[src/rtl/opb_register_simulink2ppc_capture_pkg.sv]
// Shared constants for the fabric-to-PPC capture register: word offsets,
// status bit layout (numeric, bit 0 = OPB bit 31) and the bus FSM states.
package opb_register_simulink2ppc_capture_pkg;

    localparam logic [1:0] OFF_DATA   = 2'd0;
    localparam logic [1:0] OFF_STATUS = 2'd1;
    localparam logic [1:0] OFF_TSTAMP = 2'd2;

    localparam int STAT_NEW_BIT = 0;
    localparam int STAT_OVR_BIT = 1;
    localparam int STAT_CNT_LSB = 16;
    localparam int STAT_CNT_W   = 16;

    // Clear requests carried in a STATUS write (OPB bits 30 and 29)
    localparam int CLR_OVR_BIT = 1;
    localparam int CLR_CNT_BIT = 2;

    typedef enum logic [1:0] {
        IDLE,
        ACK,
        GUARD
    } state_t;

    function automatic logic [31:0] pack_status(input logic             new_flag,
                                                input logic             ovr_flag,
                                                input logic [STAT_CNT_W-1:0] cnt);
        logic [31:0] w;
        w = '0;
        w[STAT_NEW_BIT] = new_flag;
        w[STAT_OVR_BIT] = ovr_flag;
        w[STAT_CNT_LSB +: STAT_CNT_W] = cnt;
        return w;
    endfunction

endpackage

[src/rtl/opb_register_simulink2ppc_capture_s2p_capture_reg.sv]
// Capture holding register: DATA, new/overrun flags, capture count and,
// when S2P_TIMESTAMP_EN is defined, a cycle-counter timestamp per capture.
module s2p_capture_reg
    import opb_register_simulink2ppc_capture_pkg::*;
(
    input  logic                  clk_i,
    input  logic                  rst_i,
    input  logic                  cap_valid_i,
    input  logic [31:0]           cap_data_i,
    input  logic                  rd_data_i,
    input  logic                  clr_ovr_i,
    input  logic                  clr_cnt_i,
    output logic [31:0]           data_o,
    output logic                  new_o,
    output logic                  overrun_o,
    output logic [STAT_CNT_W-1:0] count_o,
    output logic [31:0]           tstamp_o
);

    logic [31:0]           data_q, data_d;
    logic                  new_q, new_d;
    logic                  ovr_q, ovr_d;
    logic [STAT_CNT_W-1:0] cnt_q, cnt_d;

    always_comb begin
        data_d = cap_valid_i ? cap_data_i : data_q;
        // A capture racing a DATA read keeps new set; the read consumed the old word
        new_d  = cap_valid_i ? 1'b1 : (rd_data_i ? 1'b0 : new_q);
        ovr_d  = ovr_q;
        if (cap_valid_i && new_q && !rd_data_i) begin
            ovr_d = 1'b1;
        end
        if (clr_ovr_i) begin
            ovr_d = 1'b0;
        end
        cnt_d = (clr_cnt_i ? '0 : cnt_q) + {{(STAT_CNT_W-1){1'b0}}, cap_valid_i};
    end

    always_ff @(posedge clk_i or posedge rst_i) begin
        if (rst_i) begin
            data_q <= '0;
            new_q  <= 1'b0;
            ovr_q  <= 1'b0;
            cnt_q  <= '0;
        end else begin
            data_q <= data_d;
            new_q  <= new_d;
            ovr_q  <= ovr_d;
            cnt_q  <= cnt_d;
        end
    end

`ifdef S2P_TIMESTAMP_EN
    logic [31:0] cycle_q, cycle_d;
    logic [31:0] tstamp_q, tstamp_d;

    always_comb begin
        cycle_d  = cycle_q + 32'd1;
        tstamp_d = cap_valid_i ? cycle_q : tstamp_q;
    end

    always_ff @(posedge clk_i or posedge rst_i) begin
        if (rst_i) begin
            cycle_q  <= '0;
            tstamp_q <= '0;
        end else begin
            cycle_q  <= cycle_d;
            tstamp_q <= tstamp_d;
        end
    end

    assign tstamp_o = tstamp_q;
`else
    assign tstamp_o = '0;
`endif

    assign data_o    = data_q;
    assign new_o     = new_q;
    assign overrun_o = ovr_q;
    assign count_o   = cnt_q;

endmodule

[src/rtl/opb_register_simulink2ppc_capture.sv]
// OPB slave carrying fabric words to the PowerPC: address decode, ack FSM and
// read mux. Optional capture timestamp enabled by S2P_TIMESTAMP_EN.
module opb_register_simulink2ppc_capture
    import opb_register_simulink2ppc_capture_pkg::*;
#(
    parameter logic [31:0] C_BASEADDR   = 32'h01014500,
    parameter logic [31:0] C_HIGHADDR   = 32'h010145FF,
    parameter int          C_OPB_AWIDTH = 32,
    parameter int          C_OPB_DWIDTH = 32,
    parameter              C_FAMILY     = "virtex5"
) (
    input  logic        OPB_Clk,
    input  logic        OPB_Rst,
    input  logic [0:31] OPB_ABus,
    input  logic [0:3]  OPB_BE,
    input  logic [0:31] OPB_DBus,
    input  logic        OPB_RNW,
    input  logic        OPB_select,
    input  logic        OPB_seqAddr,
    output logic [0:31] Sl_DBus,
    output logic        Sl_xferAck,
    output logic        Sl_errAck,
    output logic        Sl_retry,
    output logic        Sl_toutSup,
    input  logic [31:0] user_data_in,
    input  logic        user_data_valid
);

    localparam int unused_params = C_OPB_AWIDTH + C_OPB_DWIDTH + $bits(C_FAMILY);

    state_t      state_q;
    logic        ack_q;
    logic [31:0] dbus_q;
    logic [31:0] addr;
    logic [31:0] wdata;
    logic [1:0]  word_off;
    logic        hit, idle_hit, rd_data_stb, wr_status;
    logic [31:0] rd_mux;

    logic [31:0]           cap_data;
    logic                  cap_new, cap_ovr;
    logic [STAT_CNT_W-1:0] cap_cnt;
    logic [31:0]           cap_tstamp;

    assign addr     = OPB_ABus;
    assign wdata    = OPB_DBus;
    assign word_off = OPB_ABus[28:29];

    assign hit         = OPB_select && (addr >= C_BASEADDR) && (addr <= C_HIGHADDR);
    assign idle_hit    = (state_q == IDLE) && hit;
    assign rd_data_stb = idle_hit && OPB_RNW && (word_off == OFF_DATA);
    assign wr_status   = idle_hit && !OPB_RNW && (word_off == OFF_STATUS) && OPB_BE[3];

    s2p_capture_reg u_capture (
        .clk_i       (OPB_Clk),
        .rst_i       (OPB_Rst),
        .cap_valid_i (user_data_valid),
        .cap_data_i  (user_data_in),
        .rd_data_i   (rd_data_stb),
        .clr_ovr_i   (wr_status && wdata[CLR_OVR_BIT]),
        .clr_cnt_i   (wr_status && wdata[CLR_CNT_BIT]),
        .data_o      (cap_data),
        .new_o       (cap_new),
        .overrun_o   (cap_ovr),
        .count_o     (cap_cnt),
        .tstamp_o    (cap_tstamp)
    );

    always_comb begin
        rd_mux = '0;
        case (word_off)
            OFF_DATA:   rd_mux = cap_data;
            OFF_STATUS: rd_mux = pack_status(cap_new, cap_ovr, cap_cnt);
            OFF_TSTAMP: rd_mux = cap_tstamp;
            default:    rd_mux = '0;
        endcase
    end

    // GUARD holds off a second ack while a master keeps select asserted
    always_ff @(posedge OPB_Clk or posedge OPB_Rst) begin
        if (OPB_Rst) begin
            state_q <= IDLE;
            ack_q   <= 1'b0;
            dbus_q  <= '0;
        end else begin
            case (state_q)
                IDLE: begin
                    if (hit) begin
                        dbus_q  <= OPB_RNW ? rd_mux : '0;
                        ack_q   <= 1'b1;
                        state_q <= ACK;
                    end
                end
                ACK: begin
                    dbus_q  <= '0;
                    ack_q   <= 1'b0;
                    state_q <= GUARD;
                end
                GUARD: begin
                    if (!OPB_select) begin
                        state_q <= IDLE;
                    end
                end
                default: state_q <= IDLE;
            endcase
        end
    end

    assign Sl_DBus    = dbus_q;
    assign Sl_xferAck = ack_q;
    assign Sl_errAck  = 1'b0;
    assign Sl_retry   = 1'b0;
    assign Sl_toutSup = 1'b0;

    logic unused_ok;
    assign unused_ok = ^{OPB_seqAddr, OPB_BE[0:2], wdata[31:3], wdata[0]};

endmodule

[config.mk]
export PLATFORM = sky130hd
export DESIGN_NAME = opb_register_simulink2ppc_capture
export DESIGN_NICKNAME = d
export VERILOG_FILES = /design/src/rtl/opb_register_simulink2ppc_capture_pkg.sv /design/src/rtl/opb_register_simulink2ppc_capture_s2p_capture_reg.sv /design/src/rtl/opb_register_simulink2ppc_capture.sv
export SDC_FILE = /design/constraint.sdc
export NUM_CORES = 1
export LEC_CHECK = 0
export CORE_ASPECT_RATIO = 1.4
export CORE_MARGIN = 3
export CORE_UTILIZATION = 39
export CTS_CLUSTER_SIZE = 40
export DETAILED_ROUTE_END_ITERATION = 7
export GPL_ROUTABILITY_DRIVEN = 0
export HOLD_SLACK_MARGIN = 0.12
export PLACE_DENSITY = 0.76
export SKIP_CTS_REPAIR_TIMING = 1
export SLEW_MARGIN = 20
export SYNTH_ARGS = -nofsm -noshare
export SYNTH_HDL_FRONTEND = slang
export SYNTH_SLANG_ARGS = --single-unit
export TNS_END_PERCENT = 10
[constraint.sdc]
create_clock -name OPB_Clk -period 3.25 [get_ports OPB_Clk]
set_input_delay 0.975 -clock OPB_Clk [delete_from_list [all_inputs] [get_ports OPB_Clk]]
set_output_delay 0.975 -clock OPB_Clk [all_outputs]
set_load 0.05 [all_outputs]
* Word level (Yosys, flattened, before mapping)
Index checks and enable logic that the tools add are counted.
Word-level totals: register bits 85, bits of input ports 106
Cells by class: muxes and demuxes 14, reductions and logical operators 21, order comparisons 2, $add $sub $neg 1, equal/unequal tests 5
Operators with widths (count):
- one-hot mux 32 bit (2 select lines) | 2
- two-way mux 32 bit | 2
- greater-or-equal comparator 32 x 25 -> 1 bit, second input constant | 1
- <= comparator 32 x 25 -> 1 bit, second input constant | 1
- adder 16 x 1 -> 16 bit | 1
- two-way mux 16 bit | 1
- logical AND 1 bit | 12
- one-hot mux 2 bit (3 select lines) | 1
- nonzero test 2 bit | 3
- two-way mux 1 bit | 5
- == test 2 x 1 -> 1 bit, second input constant | 2
- zero test 2 bit | 2
- two-way mux 2 bit | 2
- != test 2 bit, second input constant | 2
- AND reduction 2 bit | 2
- == test 2 bit, second input constant | 1
- zero test 1 bit | 2
- one-hot mux 1 bit (2 select lines) | 1

* Depth between registers and ports, before layout
depth after elaboration 10, gate-level depth with buffers 12

* Modules after synthesis
From an unflattened synthesis, not the netlist that was laid out.
Second synthesis, totals: cell total of the unflattened synthesis 443, area total of the unflattened synthesis 4703.3 um^2
Modules (own cells, without submodules):
- opb_register_simulink2ppc_capture | cells an instance 256, times used 1, sequential area each 875.8 um^2, area an instance 2354.8 um^2
- s2p_capture_reg | cells an instance 187, times used 1, sequential area each 1251.2 um^2, area an instance 2348.5 um^2

* Least setup slack after synthesis
OpenSTA, ideal clock, no wires.
path kind in2reg, start point in OPB_ABus[16] in the netlist's numbering, end point reg u_capture.cnt_q[15] (netlist: u_capture.count_o[15]), buffers on the path 0, slack -0.561 ns, arrival time 3.662 ns, required time 3.101 ns, cell stages on the path 11, cells stage by stage or4b_4 -> or3_4 -> nor4_2 -> nor2b_1 -> ha_1 -> and3_1 -> and4_1 -> and3_1 -> nand3_1 -> xor2_1 -> nor2_1
Between the ends: word-level cells in the longest chain between the ends 10
RTL lines:
- start, declared | line opb_register_simulink2ppc_capture.sv:14 | input logic [0:31] OPB_ABus,
- greater-or-equal comparator 32 x 25 -> 1 bit | line opb_register_simulink2ppc_capture.sv:49 | assign hit = OPB_select && (addr >= C_BASEADDR) && (addr <= C_HIGHADDR);
- logical AND 1 bit | line opb_register_simulink2ppc_capture.sv:49
- logical AND 1 bit * | line opb_register_simulink2ppc_capture.sv:49
- logical AND 1 bit * | line opb_register_simulink2ppc_capture.sv:50 | assign idle_hit = (state_q == IDLE) && hit;
- logical AND 1 bit * (3 in series) | line opb_register_simulink2ppc_capture.sv:52 | assign wr_status = idle_hit && !OPB_RNW && (word_off == OFF_STATUS) && OPB_BE[3];
- logical AND 1 bit * | line opb_register_simulink2ppc_capture.sv:61 | .clr_cnt_i (wr_status && wdata[CLR_CNT_BIT]),
- two-way mux 16 bit * | line opb_register_simulink2ppc_capture_s2p_capture_reg.sv:36 | cnt_d = (clr_cnt_i ? '0 : cnt_q) + {{(STAT_CNT_W-1){1'b0}}, cap_valid_i};
- adder 16 x 1 -> 16 bit * | line opb_register_simulink2ppc_capture_s2p_capture_reg.sv:36
- named net u_capture.cnt_d[15] | line opb_register_simulink2ppc_capture_s2p_capture_reg.sv:23 | logic [STAT_CNT_W-1:0] cnt_q, cnt_d;
- end signal, assigned | line opb_register_simulink2ppc_capture_s2p_capture_reg.sv:49 | cnt_q <= cnt_d;
- end, declared | line opb_register_simulink2ppc_capture_s2p_capture_reg.sv:23
Mark *: on every way through the listed nets, which the timed path passes. The rest lies on a longest branch. A chain may end at the register's enable or synchronous reset.

* Final worst setup path
Same ends and word-level chain as after synthesis.

==> impl_results.md <==
* Clock edge transition at the registers on the reported setup and hold paths at roughly 0.060 ns
* Share of synthesized cell area in and, or, nand and nor gates at 15.6%
* Effective utilization at floorplan at between 40 and 50%
* Router iterations before antenna repair at 4
* Final setup skew at about 0.0051 ns
* Average detailed-routed wire length per instance at 17.4 µm
* Row cnt at 41
* Sum of met3 wire segment lengths after detailed routing at between 300 and 400 µm
* Cell types with the largest area share after synthesis: dfrtp_1, mux2_2, nand2_1, a22oi_1, a22o_1
* Start-to-end type of the worst setup path: in -> reg
* Routed length on met1 at between 3000 and 4000 µm
* Average size of a mapped cell at between 10 and 15 µm²
* Total CTS buffers at 9
* Port-buffer cells at roughly 100
* Adder-cell share of the synthesized area at less than 1%
* Max-Slew Margin vs Limit at a little under two thirds
* Post-synth ARST share at 100%
* Reg-to-reg setup timing slack at 0.75 ns
* Root Buffer Master: clkbuf_16
* Logic pwr share at around an eighth
* Tightest Pin Transition at 0.546 ns
* Switching Fraction at 22.6%
* Drt first-iter violations at around 130
* Pin count of the biggest net entering global routing at 40
* Detail Route Antenna Nets at 0
* Post-synth top area cell: dfrtp_1
* Share of the clock period used by the worst path at approximately 100%
* Number of slew-limit violations in the final report at 0
* Worst vdd rail ir drop at 0.365 mV
* Max Fclk at 309 MHz
* Net switching component of the power at between 0.5 and 0.6 mW
* Highest metal layer with signal wires: met4
* Slowest stage delay, CP at about 0.53 ns
* Post-layout minimum cycle time at 3.23 ns
* Overflow left after global routing at 0
* LEAKAGE at ~2.5 nW
* Die Outline Area at 10600 µm²
* Cells along the critical path: buf_6, or4b_4, or3_4, nor4_4, nor2b_1, ha_2, and3_4, and4_4, and3_4, nand3_2, xor2_1, nor2_1
* Floorplan Core Area at between 9000 and 10000 µm²
* Height of the die at ~120 µm
* Final-report setup violation count at 0
* X dimension of the die at approximately 88 µm
* RSZ-0062 raised after global routing: true
* Crit-path most repeated cell: and3_4
* Routed length on met2 at roughly 5400 µm
* Synthesized instance count at 310
* Ratio of cells with drive above 1 in the final layout at 26.2%
* Maximum clock insertion buffer count at 2
* Count of flip-flops with a built-in enable after synthesis at 0
* Master of the slowest instance on the critical path: or4b_4
* Endpoint required time on the critical path at roughly 3.5 ns
* Total wire length after detailed routing at ~9700 µm
* Post-synthesis xor/xnor area fraction at 3.12%
* Max H-tree Level at 3
* Total of max-cap violations at 0
* Final core utilization at about three fifths
* Total standard cell area after synthesis at approximately 3700 µm²
* Share of synthesized area spent on multiplexers at about a tenth
* Count of buffering cells on the critical path with inverters included at 1
* Count of different cell masters after synthesis at 41
* Overall global routing resource usage at a little under a fifth
* Number of fillers in the final layout at 689
* Number of sinks handled by clock tree synthesis at 85
* Number of antenna violations at the first check in global routing at 0
* Vias per std cell at 5.25
* Clock network fraction of design power at between 40 and 50%
* Int Pwr at approximately 2 mW
* Arr. time, crit path at roughly 3.5 ns
* CP max FO at 4
* Dominant combinational cell family by area after synthesis: simple AND/OR/NAND/NOR gates
* TritonCTS clock tree: built
* Remaining routing DRC violations at 0
* Hold slack final at around 0.47 ns
* Startpoint kind of the worst setup timing path: primary input
* Number of global-route vias before repair at between 3000 and 4000
* Final hold vios at 0
* Portion of the post-synthesis area used by sequential elements at about three fifths
* Global-route wire length before repair at 15100 µm
* Endpoint class of the critical path: flop
* Diode insertion count for antenna repair at 0
* Worst min-delay path category: reg -> reg
* Run status: completed
* Relative contribution of sequential cells to total power at a little under half
* Area fraction in compound gates after synthesis at under 10%
* Power per Cell Area at 463 nW/µm²
* Synthesis-stage register bit count at 85
* Latest clock arrival within the worst-skew pair at 0.33 ns
* Most frequently used flop master after synthesis: dfrtp_1
* HPWL reported at the end of detailed placement at around 7000 µm
* Yosys warns at 0
* Total number of vias at 2928
* Final-stage net count at between 500 and 600
* Proportion of netlist area held by the largest area contributor at between 50% and 60%
* Count of pins on the block boundary at 142
* Cell class contributing the biggest share of worst-path delay: simple AND/OR/NAND/NOR gates
* Layout overhead on the synthesized area at 52.1%
per-layer routing:
metal	track usage [%]	up-vias
met1	21.3	1448
met4	7.97	0
li1	-	1381
met2	33.2	79
met5	0	-
met3	3.82	20
cell usage after synthesis (all sizes together) (2+ instances only):
cell and number:
or2 3, or4b 2, buf 9, mux2 32, xnor2 5, nor2b 2
a31oi 2, ha 2, nand4 5, a22oi 18, a22o 11, and3 4
nor2 12, nand3b 3, nor3 7, inv 4, nor4bb 3, nor4 5
o31ai 2, xor2 8, and4 2, o21ai 5, mux2i 3, dfrtp 85
nand3 5, clkbuf 7, nand2 48, a21oi 3, and2 3, or3 3
power by group through the flow:
stage / clock network, mW / registers [mW] / logic [mW]
floorplan: 0 / 1.20 / 0.158
global placement: 0 / 1.22 / 0.286
detailed placement: 0 / 1.23 / 0.295
CTS: 1.07 / 1.21 / 0.303
global route: 1.11 / 1.22 / 0.345
finish: 1.04 / 1.21 / 0.318
cells in the final DEF (no fill, tap or decap), types with 3 or more instances in the layout:
cell type,Yosys,final
clkdlybuf4s50_1,0,94
dfrtp_1,85,85
nand2_1,48,48
buf_4,3,33
mux2_2,32,32
a22oi_1,18,18
a22o_1,11,11
nor2_1,12,10
clkbuf_16,0,9
xor2_1,8,8
dlymetal6s2s_1,0,6
nand4_1,5,5
o21ai_0,5,5
nor3_1,7,4
xnor2_1,5,4
buf_12,0,4
nor3_2,0,3
nand3b_1,3,3
mux2i_1,3,3
nand3_1,5,3
a21oi_1,3,3
inv_1,4,3
clkinv_2,0,3
conb_1,1,3
stage by stage:
step / setup slack, ns / instances / cell area [µm²] / power (mW) / TNS [ns]
after global placement: -0.440 / 538 / 5090 / 1.51 / -12.44
after detailed placement: -0.489 / 538 / 5090 / 1.52 / -13.00
final: 0.0155 / 558 / 5560 / 2.57 / 0
after global routing: -0.0473 / 558 / 5560 / 2.68 / -0.154
after CTS: -0.154 / 552 / 5390 / 2.58 / -0.931
after floorplan: -0.100 / 312 / 3700 / 1.36 / -0.256
logic make-up after synthesis:
| logic type | Yosys count |
|---|---|
| simple gates | 109 |
| fa+ha+maj | 2 |
| compound gates | 45 |
| xor+xnor | 13 |
| mux | 35 |
| buf+inv | 20 |
| other cells | 1 |
| flops | 85 |
state kept, by name (all words and copies together) (netlist names):
name                 flops
Sl_DBus                 32
u_capture.count_o       16
u_capture.data_o        32
u_capture.new_o          1
Sl_xferAck               1
u_capture.overrun_o      1
state_q                  2
cell type report:
| class | count | area, µm² | area share [%] |
|---|---|---|---|
| clock inverters | 5 | 77.6 | 1.40 |
| repair buffers | 141 | 1370 | 24.7 |
| multi-input cells | 207 | 1610 | 28.9 |
| inverters | 4 | 16.3 | 0.293 |
| flip-flops and latches | 85 | 2130 | 38.3 |
| clock buffers | 9 | 225 | 4.05 |
| well taps | 107 | 134 | 2.41 |
worst min-delay path: cells and delay by family, from the launching register on:
kind | cells | cell delay, ns
DFF | 1 | 0.34
and+or+nand+nor | 2 | 0.10
final timing paths:
check,to,depth (start not counted),start
setup / recovery,u_capture.count_o[15],12,OPB_ABus[16]
hold / removal,Sl_DBus[8],2,u_capture.data_o[23]
setup reg to reg,u_capture.overrun_o,8,state_q[1]
hold reg to reg,Sl_DBus[8],2,u_capture.data_o[23]
max in group asynchronous,u_capture.count_o[5],3,OPB_Rst
min in group asynchronous,u_capture.data_o[3],2,OPB_Rst
Note: power is estimated with default switching activity, not from simulation.
